`config.mk`:
```
export PLATFORM = sky130hd
export DESIGN_NAME = nn_calc_sequencer
export DESIGN_NICKNAME = d
export VERILOG_FILES = /design/src/rtl/nn_calc_sequencer.sv
export SDC_FILE = /design/constraint.sdc
export NUM_CORES = 1
export LEC_CHECK = 0
export CORE_MARGIN = 1
export CORE_UTILIZATION = 47
export DETAILED_ROUTE_END_ITERATION = 10
export HOLD_SLACK_MARGIN = 0.1
export PLACE_DENSITY_LB_ADDON = 0.15
export SETUP_SLACK_MARGIN = 0.5
export SLEW_MARGIN = 10
export SYNTH_ARGS = -nofsm -noshare
export SYNTH_HDL_FRONTEND = slang
export SYNTH_SLANG_ARGS = --single-unit
```
`constraint.sdc`:
```
create_clock -name clk -period 2.8 [get_ports clk]
set_input_delay 0.28 -clock clk [delete_from_list [all_inputs] [get_ports clk]]
set_output_delay 0.28 -clock clk [all_outputs]
set_load 0.05 [all_outputs]
```
`src/rtl/nn_calc_sequencer.sv`:
```
// Dot-product sequencer: walks pixel/weight memories, accumulates saturated
// signed products per output neuron and writes each finished sum out.
module nn_calc_sequencer #(
  parameter int N_IN  = 784,
  parameter int N_OUT = 10,
  parameter int P_AW  = 11,
  parameter int W_AW  = 14
) (
  input  logic            clk,
  input  logic            n_rst,
  input  logic            start_calc,
  input  logic            abort,
  output logic            rd_en,
  output logic [P_AW-1:0] pixel_addr,
  output logic [W_AW-1:0] weight_addr,
  input  logic [15:0]     pixel_data,
  input  logic [15:0]     weight_data,
  output logic            result_wr_en,
  output logic [3:0]      result_addr,
  output logic [31:0]     result_data,
  output logic            busy,
  output logic            done_calc
);

  // state   | meaning
  // IDLE    | waiting for start_calc
  // RUN     | one pixel/weight read issued per cycle
  // DRAIN   | last read's data accumulated, no new read
  // WRITE   | finished neuron sum presented on result port
  // DONE    | one-cycle completion pulse
  typedef enum logic [2:0] {S_IDLE, S_RUN, S_DRAIN, S_WRITE, S_DONE} state_t;

  localparam logic [P_AW-1:0] IN_LAST  = P_AW'(N_IN - 1);
  localparam logic [3:0]      OUT_LAST = 4'(N_OUT - 1);

  state_t             state;
  logic [P_AW-1:0]    in_idx;
  logic [W_AW-1:0]    w_ptr;
  logic [3:0]         out_idx;
  logic signed [31:0] acc;
  logic [31:0]        res_q;
  logic               data_vld;
  logic               first_data;

  logic signed [31:0] px_ext;
  logic signed [31:0] wt_ext;
  logic signed [31:0] prod;
  logic [32:0]        sum;
  logic signed [31:0] acc_nxt;

  always_comb begin
    px_ext  = {{16{pixel_data[15]}}, pixel_data};
    wt_ext  = {{16{weight_data[15]}}, weight_data};
    prod    = px_ext * wt_ext;
    sum     = {acc[31], acc} + {prod[31], prod};
    acc_nxt = sum[31:0];
    if (first_data)
      acc_nxt = prod;
    else if (sum[32] != sum[31])
      acc_nxt = sum[32] ? 32'sh8000_0000 : 32'sh7FFF_FFFF;
  end

  always_ff @(posedge clk or negedge n_rst) begin
    if (!n_rst) begin
      state      <= S_IDLE;
      in_idx     <= '0;
      w_ptr      <= '0;
      out_idx    <= '0;
      acc        <= '0;
      res_q      <= '0;
      data_vld   <= 1'b0;
      first_data <= 1'b0;
    end else begin
      data_vld <= 1'b0;
      if (data_vld)
        acc <= acc_nxt;
      // abort beats everything, including a simultaneous start in IDLE
      if (abort) begin
        state <= S_IDLE;
      end else begin
        case (state)
          S_IDLE: begin
            if (start_calc) begin
              state   <= S_RUN;
              in_idx  <= '0;
              w_ptr   <= '0;
              out_idx <= '0;
            end
          end
          S_RUN: begin
            data_vld   <= 1'b1;
            first_data <= (in_idx == '0);
            w_ptr      <= w_ptr + 1'b1;
            if (in_idx == IN_LAST) begin
              in_idx <= '0;
              state  <= S_DRAIN;
            end else begin
              in_idx <= in_idx + 1'b1;
            end
          end
          S_DRAIN: begin
            res_q <= acc_nxt;
            state <= S_WRITE;
          end
          S_WRITE: begin
            if (out_idx == OUT_LAST) begin
              state <= S_DONE;
            end else begin
              out_idx <= out_idx + 1'b1;
              state   <= S_RUN;
            end
          end
          S_DONE:  state <= S_IDLE;
          default: state <= S_IDLE;
        endcase
      end
    end
  end

  assign rd_en        = (state == S_RUN);
  assign result_wr_en = (state == S_WRITE);
  assign busy         = (state != S_IDLE);
  assign done_calc    = (state == S_DONE);
  assign pixel_addr   = in_idx;
  assign weight_addr  = w_ptr;
  assign result_addr  = out_idx;
  assign result_data  = res_q;

endmodule

```
# After elaboration in Yosys (flattened, before gate mapping)
# Index checks and enable logic that the tools add are counted.
[totals] latch_bits=0 ram_bits=0 output_inout_bits=65 in_bits=36 romBits=0 register_bits=98 n_memories=0
[op_classes] n_reduce_logical=10 n_mux=18 shift=0 n_lt_le_gt_ge=0 n_bitwise=1 eq_ne=11 add_sub_neg=4 div=0 n_mul=1
[op_table] op="$mux W32" n=3
[op_table] op="$add A32 B32 Y33" n=1
[op_table] op="$mul A16 B16 Y32" n=1
[op_table] op="$pmux W14 S2" n=1
[op_table] op="$mux W11" n=2
[op_table] op="$pmux W11 S2" n=1
[op_table] op="$add A14 B1 Y14 const B" n=1
[op_table] op="$mux W14" n=1
[op_table] op="$mux W3" n=4
[op_table] op="$pmux W3 S4" n=1
[op_table] op="$add A11 B1 Y11 const B" n=1
[op_table] op="$eq A11 B10 Y1 const B" n=1
[op_table] op="$logic_not A11 Y1" n=1
[op_table] op="$mux W4" n=2
[op_table] op="$pmux W4 S2" n=1
[op_table] op="$eq A3 B2 Y1 const B" n=2
[op_table] op="$reduce_and A2 Y1" n=3
[op_table] op="$add A4 B1 Y4 const B" n=1
[op_table] op="$eq A4 B4 Y1 const B" n=1
[op_table] op="$ne A2 B2 Y1 const B" n=2
[op_table] op="$reduce_and A4 Y1" n=1
[op_table] op="$reduce_bool A2 Y1" n=2
[op_table] op="$eq A3 B1 Y1 const B" n=1
[op_table] op="$eq A3 B3 Y1 const B" n=1
[op_table] op="other kinds (8)" n=9

# Longest topological paths before layout
# Gate-level depths: netlist of run 1.
[logic_depth] depth_word=5 mapped_depth=36 mapped_depth_nobuf=32

# Worst setup path before layout of run 1
# No wires, ideal clock.
[synth_timing] path_type="input-to-reg" startpoint="input weight_data[7]" endpoint="register acc[10]" slack_ns=-5.086 path_stages=34 t_required_ns=2.674 setup_time_ns=0.126 t_arrival_ns=7.761 cell_sequence="clkbuf_1 nand2_1 fa_1 inv_1 fa_1 inv_1 fa_1 inv_1 fa_1 fa_1 inv_1 fa_1 inv_1 ha_1 o21ai_0 a211oi_1 a221oi_1 nand2_1 a21o_1 a21oi_1 xnor2_1 ha_1 clkbuf_1 a21o_1 a31oi_1 and3_2 o211ai_4 a311oi_4 o21bai_4 a31o_1 buf_6 buf_6 a211oi_2 o2bb2ai_1"
[synth_between] elab_chain_len=5 elab_cells_between_ends=6
[synth_rtl] element="from (decl)" line_no="17" source="input logic [15:0] weight_data,"
[synth_rtl] element="$mul A16 B16 Y32 (*)" line_no="54" source="prod = px_ext * wt_ext;"
[synth_rtl] element="$add A32 B32 Y33" line_no="55" source="sum = {acc[31], acc} + {prod[31], prod};"
[synth_rtl] element="$mux W32 or $ne A1 B1 Y1 (tied branches)" line_no="60, 59"
[synth_rtl] element="$mux W32" line_no="59" source="else if (sum[32] != sum[31])"
[synth_rtl] element="$mux W32 (*)" line_no="57" source="if (first_data)"
[synth_rtl] element="to (signal assigned)" line_no="76" source="acc <= acc_nxt;"
[synth_rtl] element="to (decl)" line_no="40" source="logic signed [31:0] acc;"
# Every way passes the cells marked *; elsewhere a longest branch is shown, timed or not.
# A chain may end at the register's enable or synchronous reset.

# Worst setup path in the final report of run 1
[layout_timing] startpoint="input weight_data[6]" endpoint="register acc[24]"
# Same word-level chain as after synthesis.

==> summary.md, run 1 <==
| Metric | Value |
|---|---|
| # IOs | 101 |
| Vias | 14400 |
| Fin crit period | 7.87 ns |
| Cells after Synth | 1842 |
| Crit path DAT | 8.11 ns |
| Starting Density | 48.1% |
| Unrepaired setup endpoints after global routing | true |
| First-pass GRT wire length | 78200 microns |
| Inst Count DP | 2646 |
| Row count | 68 |
| Pins over their slew limit | 0 |
| Final Hold Fails | 0 |
| Latest clock arrival within the worst-skew pair | 0.36 ns |
| IO Port Bufs | 100 |
| Worst slew margin | 61.8% |
| # clock sinks | 98 |
| Worst clock skew | 0.00648 ns |
| Largest net degree at the start of global routing | 68 |
| Avg WL per Cell | 17.0 microns |
| Status | complete, but fails checks |
| YS warnings | 0 |
| FFs w/ async S/R, synth | 100% |
| Area taken by multi-input logic gates | 13800 sq um |
| Via-to-Cell Ratio | 5.25 |
| DRT iter0 DRCs | 653 |
| Total Wirelength | 46900 microns |
| Min-Delay Path Class | input pin to asynchronous set/reset pin |
| Full die area | 36400 sq um |
| Grt total ovfl | 0 |
| Largest cells by area after synthesis | fa_1, dfrtp_1, ha_1 |
| DP Worst Slack | -5.73 ns |
| Post-synth top cells | inv_1, fa_1, nand2_1, and2_1, ha_1 |
| Top FF cell, synth | dfrtp_1 |
| Max Clk Rate | 0.127 GHz |
| Post-route DRC | 0 |
| Final std cells w/o fill | 2749 |
| Clock buffer depth | 2 |
| CP startpoint kind | input pin |
| Reg area | 2450 sq um |
| Syn Area/Cell | 9.08 sq um |
| GP Congestion | 0.895 |
| CTS buffer count | 9 |
| Number of global-route vias before repair | 15500 |
| Max stage delay on crit path | 0.57 ns |
| Failing checks | setup timing |
| Core ar. | 34800 sq um |
| Synth top area share | 31.5% |
| Fin area | 22800 sq um |
| Placed Area | 20700 sq um |
| Synthesis-stage register bit count | 98 |
| Drt first pass iters | 5 |
| Critical Path End Type | flip-flop |
| DRT antenna net count | 0 |
| CP max stage cell | fa_1 |
| Max cap viols | 0 |
| Setup CP Type | input pin to flip-flop |
| Worst EP required | 3.04 ns |
| Most numerous cell in the Yosys netlist | inv_1 |
| Met1 usage | 36.4% |
| Reg-to-reg slack, setup | -0.72 ns |
| EDFF count, synth | 0 |
| Busiest grt layer | met2 |
| Post-Synthesis Cell Area | 16700 sq um |
| Worst Max-Slew Pin Slew | 0.569 ns |
| GR Layer Usage met3 | 2.25% |
| Number of antenna violations at the first check in global routing | 0 |
| Final setup violation count | 64 |
| Area growth syn-to-layout | 36.2% |
| Die Y | 191 microns |
| Share of cells above drive strength 1 | 29.3% |
| Final nets | 2711 |
| Synth cell types | 84 |
| # fillers | 2805 |
| Tot GR Track Use | 27.1% |
| Sequential area share after synthesis | 14.7% |
| Leading area contributor after synthesis | fa_1 |
| Root Buffer Master | clkbuf_16 |
| PnR worst setup slack | -5.07 ns |
| CTS tree | built |
| CTS H-tree lvls | 3 |
| Reg clk slew, reported paths | 0.07 ns |
| Worst-path maximum fanout | 6 |
| Die X | 191 microns |
| Tcrit/Tclk final | 281% |
| Met2 global-route usage | 46.8% |
| Mapped Nets | 2263 |
| Hpwl dp | 36100 microns |
| Ant. Diodes | 0 |
registers in the layout, summed over array words and instances (netlist names):
signal / count
result_addr: 4
acc: 32
state: 3
weight_addr: 14
first_data: 1
pixel_addr: 11
data_vld: 1
result_data: 32
routing by layer:
| layer | wire [microns] | part of all wire, % | vias up |
|---|---|---|---|
| li1 | - | - | 6788 |
| met1 | 20900 | 45 | 7230 |
| met2 | 23300 | 50 | 334 |
| met3 | 1730 | 3.7 | 74 |
| met4 | 986 | 2.1 | 0 |
| met5 | 0 | 0 | - |
placed cells by master, fill, tap and decap left out, drive strengths merged, types with 5 or more instances in the layout:
master	synthesis	routed
nor2	71	71
clkdlybuf4s50	1	64
clkdlybuf4s15	0	8
nand2b	22	22
dfrtp	98	98
o21a	10	10
a2111oi	5	5
o211ai	7	7
nand3	21	21
clkbuf	61	13
a21oi	62	62
nor4	7	7
a221oi	5	5
a31oi	10	10
o2bb2ai	24	24
and3	8	8
xnor2	49	49
buf	13	432
or2	5	5
nor3	15	15
nor2b	5	5
nand2	243	243
inv	310	310
nand4	18	18
fa	263	263
o21bai	6	6
o22ai	5	5
xor2	33	33
a21o	28	28
o31ai	14	14
o21ai	76	76
a211oi	38	38
and2	125	125
or3	12	12
ha	122	122
stage by stage:
step / hold WS (ns) / utilization (%) / setup TNS (ns)
3_3_place_gp: 0.253 / 59.5 / -361.16
2_1_floorplan: -0.0156 / - / -292.60
4_1_cts: 0.407 / 64.0 / -310.66
6_report: 0.399 / 65.5 / -318.79
3_5_place_dp: 0.255 / 59.5 / -359.35
5_1_grt: 0.447 / 65.5 / -338.15
area by class of cell:
class / instances / area share [%]
Multi-Input combinational cell: 1357 / 60.4
Timing Repair Buffer: 512 / 19.8
Sequential cell: 98 / 10.8
Inverter: 312 / 5.14
Tap cell: 455 / 2.50
Clock buffer: 10 / 1.01
Clock inverter: 5 / 0.352
worst max-delay path: cells and delay by family:
| kind | cells | cell delay, ns |
|---|---|---|
| buf+inv | 12 | 1.34 |
| simple gates | 5 | 0.56 |
| xor+xnor | 1 | 0.17 |
| fa+ha+maj | 8 | 3.62 |
| compound gates | 9 | 2.01 |
| mux | 1 | 0.11 |
cells by family after synthesis:
| family | after synthesis | share of synthesized area (%) |
|---|---|---|
| AOI/OAI and AO/OA | 314 | 13.7 |
| xor gates and xnor gates | 82 | 4.29 |
| adders and majority gates | 387 | 40.7 |
| buffers and inverters | 387 | 9.48 |
| DFF | 98 | 14.7 |
| muxes | 7 | 0.516 |
| and+or+nand+nor | 567 | 16.6 |
worst paths after layout:
| kind | endpoint | depth (start not counted) | start |
|---|---|---|---|
| hold reg to reg | result_data[10] | 2 | result_data[10] |
| setup / recovery | acc[24] | 36 | weight_data[6] |
| max in group asynchronous | result_data[12] | 3 | n_rst |
| min in group clk | result_data[10] | 2 | result_data[10] |
| setup reg to reg | result_data[20] | 13 | acc[0] |
| hold / removal | result_addr[2] | 2 | n_rst |
what timing repair did:
item / 4_1_cts / 5_1_grt
hold buffers: 1 / 0
gates resized for setup: 288 / 72
endpoints found under the hold margin: 31 / 0
buffers inserted: 59 / 24
pin swaps: 127 / 74
cloned: 3 / 1
endpoints found under the setup margin: 74 / 75
Power of run 1 is left out: the tool's default activity adds up to more than one toggle a clock period on the data nets, which glitch-free logic cannot reach.
==> run 2: changes to the inputs <==
--- a/config.mk
+++ b/config.mk
@@ -15,3 +15,4 @@
 export SYNTH_ARGS = -nofsm -noshare
 export SYNTH_HDL_FRONTEND = slang
 export SYNTH_SLANG_ARGS = --single-unit
+export TNS_END_PERCENT = 50
==> run 2 against run 1 <==
Against the previous run:
- the run still ends with setup timing left
- routed wire length increased by 1.7%
- die area unchanged
- cell count increased by 1.4%
- setup slack improved by 0.13 ns
- critical endpoint is now result_data[26]
==> summary.md, run 2 (synthesized netlist as in run 1, its figures left out) <==
| Metric | Value |
|---|---|
| Status | complete, but fails checks (unchanged) |
| Failing checks | setup timing (unchanged) |
| Reg area | 2450 sq um (unchanged) |
| Share of cells above drive strength 1 | 30.7% (was 29.3%) |
| CP max stage cell | fa_1 (unchanged) |
| Full die area | 36400 sq um (unchanged) |
| CTS tree | built (unchanged) |
| CTS buffer count | 9 (unchanged) |
| Max cap viols | 0 (unchanged) |
| Worst Max-Slew Pin Slew | 0.587 ns (was 0.569 ns) |
| Grt total ovfl | 0 (unchanged) |
| Final setup violation count | 64 (unchanged) |
| Core ar. | 34800 sq um (unchanged) |
| Worst EP required | 3.05 ns (was 3.04 ns) |
| # clock sinks | 98 (unchanged) |
| Largest net degree at the start of global routing | 45 (was 68) |
| Area growth syn-to-layout | 38.1% (was 36.2%) |
| Ant. Diodes | 0 (unchanged) |
| Clock buffer depth | 2 (unchanged) |
| Drt first pass iters | 6 (was 5) |
| Final nets | 2748 (was 2711) |
| Max Clk Rate | 0.129 GHz (was 0.127 GHz) |
| Worst slew margin | 60.9% (was 61.8%) |
| Tcrit/Tclk final | 276% (was 281%) |
| CP startpoint kind | input pin (unchanged) |
| Worst clock skew | 0.00656 ns (was 0.00648 ns) |
| # IOs | 101 (unchanged) |
| # fillers | 2790 (was 2805) |
| Avg WL per Cell | 17.1 microns (was 17.0 microns) |
| Die Y | 191 microns (unchanged) |
| Final Hold Fails | 0 (unchanged) |
| Vias | 14700 (was 14400) |
| Most common cell after layout, fill and taps aside | buf_4 (unchanged) |
| Area taken by multi-input logic gates | 13700 sq um (was 13800 sq um) |
| GP Congestion | 0.909 (was 0.895) |
| Hpwl dp | 35800 microns (was 36100 microns) |
| Fin crit period | 7.74 ns (was 7.87 ns) |
| Row count | 68 (unchanged) |
| Utilization after layout | 66.4% (was 65.5%) |
| Worst-path maximum fanout | 7 (was 6) |
| Crit path DAT | 7.99 ns (was 8.11 ns) |
| Min-Delay Path Class | input pin to asynchronous set/reset pin (unchanged) |
| IO Port Bufs | 100 (unchanged) |
| Number of global-route vias before repair | 15900 (was 15500) |
| DRT antenna net count | 0 (unchanged) |
| First-pass GRT wire length | 79800 microns (was 78200 microns) |
| Via-to-Cell Ratio | 5.27 (was 5.25) |
| Post-route DRC | 0 (unchanged) |
| Root Buffer Master | clkbuf_16 (unchanged) |
| CP dominant cell by count | fa_1 |
| Unrepaired setup endpoints after global routing | true (unchanged) |
| Critical Path End Type | flip-flop (unchanged) |
| Max stage delay on crit path | 0.54 ns (was 0.57 ns) |
| Tot GR Track Use | 27.6% (was 27.1%) |
| Die X | 191 microns (unchanged) |
| Number of antenna violations at the first check in global routing | 0 (unchanged) |
| Starting Density | 48.1% (unchanged) |
| Total Wirelength | 47700 microns (was 46900 microns) |
| Latest clock arrival within the worst-skew pair | 0.36 ns (about the same) |
| Setup CP Type | input pin to flip-flop (unchanged) |
| Reg clk slew, reported paths | 0.07 ns (about the same) |
| DRT iter0 DRCs | 850 (was 653) |
| CTS H-tree lvls | 3 (unchanged) |
| Pins over their slew limit | 0 (unchanged) |
| Most frequent cells in the layout | buf_4, inv_1, fa_1 (unchanged) |
| PnR worst setup slack | -4.94 ns (was -5.07 ns) |
[run 2: area by class of cell]
| cell class | instances | area share, % |
|---|---|---|
| tap | 455 | 2.47 |
| inverter | 312 | 5.07 |
| multi-input combinational | 1357 | 59.4 |
| clock buffer | 10 | 1.03 |
| timing repair buffer | 549 | 21.0 |
| clock inverter | 6 | 0.417 |
| sequential | 98 | 10.6 |
[run 2: routing by layer]
| layer | track usage, % | wire [microns] |
|---|---|---|
| met5 | 0 | 0 |
| met1 | 37.6 | 21300 |
| met2 | 47.1 | 23400 |
| met4 | 7.45 | 1140 |
| met3 | 2.39 | 1820 |
[run 2: timing repair]
| item | 4_1_cts | 5_1_grt |
|---|---|---|
| buffers inserted | 63 | 14 |
| hold buffers | 1 | 0 |
| cloned | 11 | 1 |
| hold endpoints to repair | 39 | 0 |
| resized for setup | 302 | 87 |
| setup endpoints to repair | 67 | 74 |
| pin swaps | 124 | 55 |
[run 2: critical path, delay by kind of cell]
kind	cells	cell delay, ns
buf+inv	12	1.30
simple gates	7	1.45
compound gates	7	1.26
mux	1	0.09
xor+xnor	1	0.18
fa+ha+maj	8	3.37
[run 2: per-stage QoR]
step / setup slack [ns] / TNS [ns] / hold slack [ns] / instances / instance area, sq um
after floorplan: -4.60 / -293.20 / -0.0156 / 1842 / 17000
after global placement: -5.91 / -372.27 / 0.314 / 2681 / 21000
after detailed placement: -6.06 / -378.71 / 0.316 / 2681 / 21000
after CTS: -4.85 / -305.15 / 0.472 / 2772 / 22700
after global routing: -5.20 / -326.64 / 0.510 / 2787 / 23100
final: -4.94 / -309.16 / 0.452 / 2787 / 23100
[run 2: final timing paths]
path	startpoint	endpoint	slack, ns	cells past startpoint
setup / recovery	weight_data[4]	result_data[26]	-4.94	36
hold / removal	n_rst	result_addr[2]	0.45	2
setup reg to reg	acc[0]	result_data[20]	-0.77	14
hold reg to reg	result_data[7]	result_data[7]	0.49	2
max in group asynchronous	n_rst	result_data[12]	1.68	3
min in group clk	result_data[7]	result_data[7]	0.49	2
Power of run 2 is left out for the same reason.
